**src/rtl/rom_burst_arbiter.sv**
```systemverilog
// Round-robin arbiter and burst sequencer in front of a combinational-read lookup ROM.
// Each request streams consecutive words onto a registered valid/ready response channel.
module rom_burst_arbiter #(
  parameter int unsigned AW = 3,
  parameter int unsigned DW = 4
) (
  input  logic          clk,
  input  logic          rst_n,
  input  logic          req0_valid,
  output logic          req0_ready,
  input  logic [AW-1:0] req0_addr,
  input  logic [AW:0]   req0_len,
  input  logic          req1_valid,
  output logic          req1_ready,
  input  logic [AW-1:0] req1_addr,
  input  logic [AW:0]   req1_len,
  output logic [AW-1:0] rom_addr,
  input  logic [DW-1:0] rom_data,
  output logic          rsp_valid,
  input  logic          rsp_ready,
  output logic [DW-1:0] rsp_data,
  output logic          rsp_id,
  output logic          rsp_last
);

  typedef enum logic [0:0] {StIdle, StBurst} state_t;

  localparam logic [AW:0] Depth = {1'b1, {AW{1'b0}}};

  state_t        state;
  logic          prio;
  logic          id;
  logic [AW-1:0] cur_addr;
  logic [AW:0]   remaining;

  logic          grant;
  logic          win;
  logic          load;
  logic [AW-1:0] sel_addr;
  logic [AW:0]   sel_len;
  logic [AW:0]   clamp_len;

  // prio names the requester that wins a tie; gating with rst_n keeps readys low in reset.
  assign req0_ready = rst_n && (state == StIdle) && req0_valid && (!req1_valid || !prio);
  assign req1_ready = rst_n && (state == StIdle) && req1_valid && (!req0_valid || prio);
  assign grant      = req0_ready || req1_ready;
  assign win        = req1_ready;
  assign rom_addr   = cur_addr;
  assign load       = (state == StBurst) && (!rsp_valid || rsp_ready) && (remaining != '0);

  always_comb begin
    sel_addr  = win ? req1_addr : req0_addr;
    sel_len   = win ? req1_len : req0_len;
    clamp_len = (sel_len > Depth) ? Depth : sel_len;
  end

  always_ff @(posedge clk or negedge rst_n) begin
    if (!rst_n) begin
      state     <= StIdle;
      prio      <= 1'b0;
      id        <= 1'b0;
      cur_addr  <= '0;
      remaining <= '0;
      rsp_valid <= 1'b0;
      rsp_data  <= '0;
      rsp_id    <= 1'b0;
      rsp_last  <= 1'b0;
    end else begin
      // A consumed beat retires unless a new beat replaces it below.
      if (rsp_valid && rsp_ready) rsp_valid <= 1'b0;
      case (state)
        StIdle: begin
          if (grant) begin
            cur_addr  <= sel_addr;
            id        <= win;
            prio      <= !win;
            remaining <= clamp_len;
            if (clamp_len != '0) state <= StBurst;
          end
        end
        StBurst: begin
          if (load) begin
            rsp_valid <= 1'b1;
            rsp_data  <= rom_data;
            rsp_id    <= id;
            rsp_last  <= (remaining == (AW+1)'(1));
            cur_addr  <= cur_addr + AW'(1);
            remaining <= remaining - (AW+1)'(1);
            if (remaining == (AW+1)'(1)) state <= StIdle;
          end
        end
        default: state <= StIdle;
      endcase
    end
  end

endmodule
```
**config.mk**
```make
export PLATFORM = sky130hd
export DESIGN_NAME = rom_burst_arbiter
export DESIGN_NICKNAME = d
export VERILOG_FILES = /design/src/rtl/rom_burst_arbiter.sv
export SDC_FILE = /design/constraint.sdc
export NUM_CORES = 1
export LEC_CHECK = 0
export CAP_MARGIN = 20
export CORE_MARGIN = 2
export CORE_UTILIZATION = 39
export CTS_BUF_LIST = sky130_fd_sc_hd__clkbuf_16
export DETAILED_ROUTE_END_ITERATION = 10
export PLACE_DENSITY_LB_ADDON = 0.3
export SETUP_SLACK_MARGIN = 0.1
export SKIP_CTS_REPAIR_TIMING = 1
export SKIP_LAST_GASP = 1
export SYNTH_ARGS = -nofsm -noshare
export SYNTH_HDL_FRONTEND = slang
export SYNTH_SLANG_ARGS = --single-unit
```
**constraint.sdc**
```tcl
create_clock -name clk -period 1.8 [get_ports clk]
set_clock_uncertainty 0.1 [all_clocks]
set_input_delay 0.36 -clock clk [delete_from_list [all_inputs] [get_ports clk]]
set_output_delay 0.36 -clock clk [all_outputs]
set_load 0.02 [all_outputs]
```
==> reports/qor.yml <==
run_status:
  status: "finished, violations left"
  violations: "setup timing"
floorplan:
  fp-row-count: 18
  die_area_um2: 2932
  start_util_pct: 40.33
  core_area_um2: 2432
  io_pins: 35
  fp.dieH_um: 54.15
  dieWidth_um: 54.15
worst_setup_path:
  path_cells: "inv_2, ha_4, or3b_4, a32o_2, buf_6, nor2_4, a31oi_1"
  crit_type: "reg -> reg"
  critPathLaunchType: "flop"
  arrival_ns: 1.83
  rr_startpoint: "remaining[0]"
  crit_family: "simple AND/OR/NAND/NOR gates"
  crit_fanout: 5
  slowest_delay_ns: 0.39
  crit_buf_inv: 2
  required_ns: 1.82
  endpoint_kind: "flop"
  crit_slowest_cell: "dfrtp_1"
  startpoint: "remaining[0]"
yosys:
  synth-simple-area-share_pct: 21.68
  synth_top_family_by_area: "simple AND/OR/NAND/NOR gates"
  synth.cell_area_um2: 980.9
  ys_ff_latch: 17
  synthAdderAreaFrac_pct: 3.827
  syn_inst: 101
  syn_nets: 127
  muxShareOfSynthArea_pct: 9.694
  synth_cell_types: 37
  synth_compound_area_share_pct: 16.71
  seq_area_frac_synth_pct: 43.37
  syn-mean-instance-area_um2: 9.712
  yosysWarnings: 0
  synth-xor-area-share_pct: 0
clock_network:
  cts_tree: "yes"
  cts.sinks: 17
  clk_pin_slew_worst_paths_ns: 0.05
  htreeDepth: 1
  clockBufferDepth: 2
  clk_latency_ns: 0.24
  cts_root_buffer: "clkbuf_16"
  cts_buffers: 3
route:
  postRouteAntennaNets: 0
  wl_per_cell_um: 15.26
  drt_first_pass_iters: 5
  finalWirelength_mm: 3.036
  vias: 1079
  drcViolationCount: 0
  vias_per_cell: 5.422
  initialDrtViolationCount: 24
finish:
  fin_util_pct: 73.77
  drive_gt1_share_pct: 36.69
  area_growth_pct: 82.91
  diodes: 0
  fin_cells: 199
  fin_nets: 196
flow_run:
  drv_cap: 0
power:
  ir_worst_vdd_v: 0.001092
  p_per_area_nw_per_um2: 1680
  cellLeakagePower_nw: 0.8791
placed_design:
  gp_congestion: 0.8356
  dp_hpwl_mm: 2.141
  dp.cells: 188
  portBuffers: 34
grt:
  antenna_found_initial: 0
  grt_pass1_vias: 1028
  grt_pass1_wl_mm: 4.333
  grt_usage_pct: 20.75
  globalRoute.totalOverflow: 0
  grt_max_degree: 16
sta:
  rsz0062_at_grt: "yes"
  finalCritPeriodShare_pct: 100.8
  setup_viol: 6
  max_freq_ghz: 0.5511
  worst_pin_slew_ns: 0.3250
  max-slew-margin-rel_pct: 78.19
  hold_viol_final: 0
  slew_violations: 0
  layout_setup_ws_ns: -0.01450
  period_minus_slack_ns: 1.815
min_path:
  hold_path_class: "in -> async"
==> cell families after synthesis <==
group	after synthesis
buffers and inverters	10
and+or+nand+nor	39
AOI/OAI and AO/OA	24
adders and majority gates	3
DFF	17
muxes	8
==> path summary, 6_finish.rpt <==
path,to,slack (ns),depth (start not counted)
max,rom_addr[0],-0.01,7
min,prio,0.02,2
max reg2reg,rom_addr[0],-0.01,7
min reg2reg,rsp_last,0.39,2
max in group asynchronous,rsp_data[0],1.38,2
min in group clk,rsp_last,0.39,2
==> sequential cells by signal, indices dropped and copies added, names as in the netlist <==
| name | flops |
|---|---|
| id | 1 |
| prio | 1 |
| rsp_data | 4 |
| rom_addr | 3 |
| rsp_id | 1 |
| rsp_last | 1 |
| rsp_valid | 1 |
| state | 1 |
| remaining | 4 |
==> per-stage QoR <==
| step | hold slack, ns | cell area (um^2) | TNS, ns | setup slack (ns) | power, mW |
|---|---|---|---|---|---|
| after floorplan | -0.03559 | 1012 | -0.05986 | -0.03554 | 1.528 |
| after global placement | 0.3629 | 1558 | -3.481 | -0.5541 | 2.177 |
| after detailed placement | 0.3740 | 1558 | -3.933 | -0.5861 | 2.245 |
| after CTS | 0.3856 | 1637 | -1.869 | -0.5979 | 2.699 |
| after global routing | 0.03645 | 1794 | -0.5220 | -0.06207 | 3.209 |
| final | 0.02084 | 1794 | -0.03631 | -0.01450 | 3.013 |
==> placed cells by master, fill, tap and decap left out, drive strengths merged <==
cell	count
nand2	10
buf	35
nand3	1
and2b	1
nor3	4
and3b	1
o21ai	5
a221oi	1
or2	1
a211oi	1
a21oi	4
a221o	1
a31oi	1
and4	1
or3b	1
o21bai	1
nor4	2
a311oi	2
and2	1
nand3b	1
inv	7
o22ai	4
clkdlybuf4s50	26
clkbuf	3
mux2	6
and3	1
ha	3
o2bb2ai	1
nand2b	7
dfrtp	17
a32o	1
a2bb2oi	1
a22o	1
nor2	6
dlymetal6s2s	7
nor4b	1
mux2i	2
==> Yosys cell counts (all sizes together) <==
master,number,area (um^2)
dfrtp,17,425.4
nand2,10,37.54
nand2b,7,43.79
inv,6,22.52
mux2,6,75.07
nor2,6,22.52
o21ai,5,25.02
a21oi,4,20.02
nor3,4,20.02
o22ai,4,25.02
ha,3,37.54
a311oi,2,17.52
buf,2,16.26
clkbuf,2,7.510
mux2i,2,20.02
nor4,2,12.51
a211oi,1,7.510
a221o,1,10.01
a221oi,1,8.760
a22o,1,8.760
a2bb2oi,1,8.760
a31oi,1,6.260
a32o,1,10.01
and2,1,6.260
and2b,1,7.510
and3,1,6.260
and3b,1,8.760
and4,1,8.760
nand3,1,5.000
nand3b,1,7.510
nor4b,1,8.760
o21bai,1,7.510
o2bb2ai,1,8.760
or2,1,6.260
or3b,1,11.26
==> layout make-up <==
class / count / area (um^2)
tap: 30 / 37.54
inverter: 6 / 22.52
clock inverter: 1 / 3.754
clock buffer: 3 / 75.07
multi-input combinational: 74 / 603.1
sequential: 17 / 425.4
fill: 177 / 638.1
timing repair buffer: 68 / 626.9
==> layer usage <==
| layer | global-route usage [%] | up-vias | part of all wire [%] |
|---|---|---|---|
| li1 | - | 509 | - |
| met1 | 23.63 | 515 | 39 |
| met2 | 38.96 | 45 | 54 |
| met3 | 1.111 | 10 | 4.6 |
| met4 | 9.583 | 0 | 2.8 |
| met5 | 0 | - | 0 |
==> report_power, final <==
group / switching, mW / total, mW / internal (mW)
Sequential: 0.144 / 0.723 / 0.579
Combinational: 0.846 / 1.86 / 1.01
Clock: 0.137 / 0.431 / 0.294
Power figures use the tool's default switching activity.
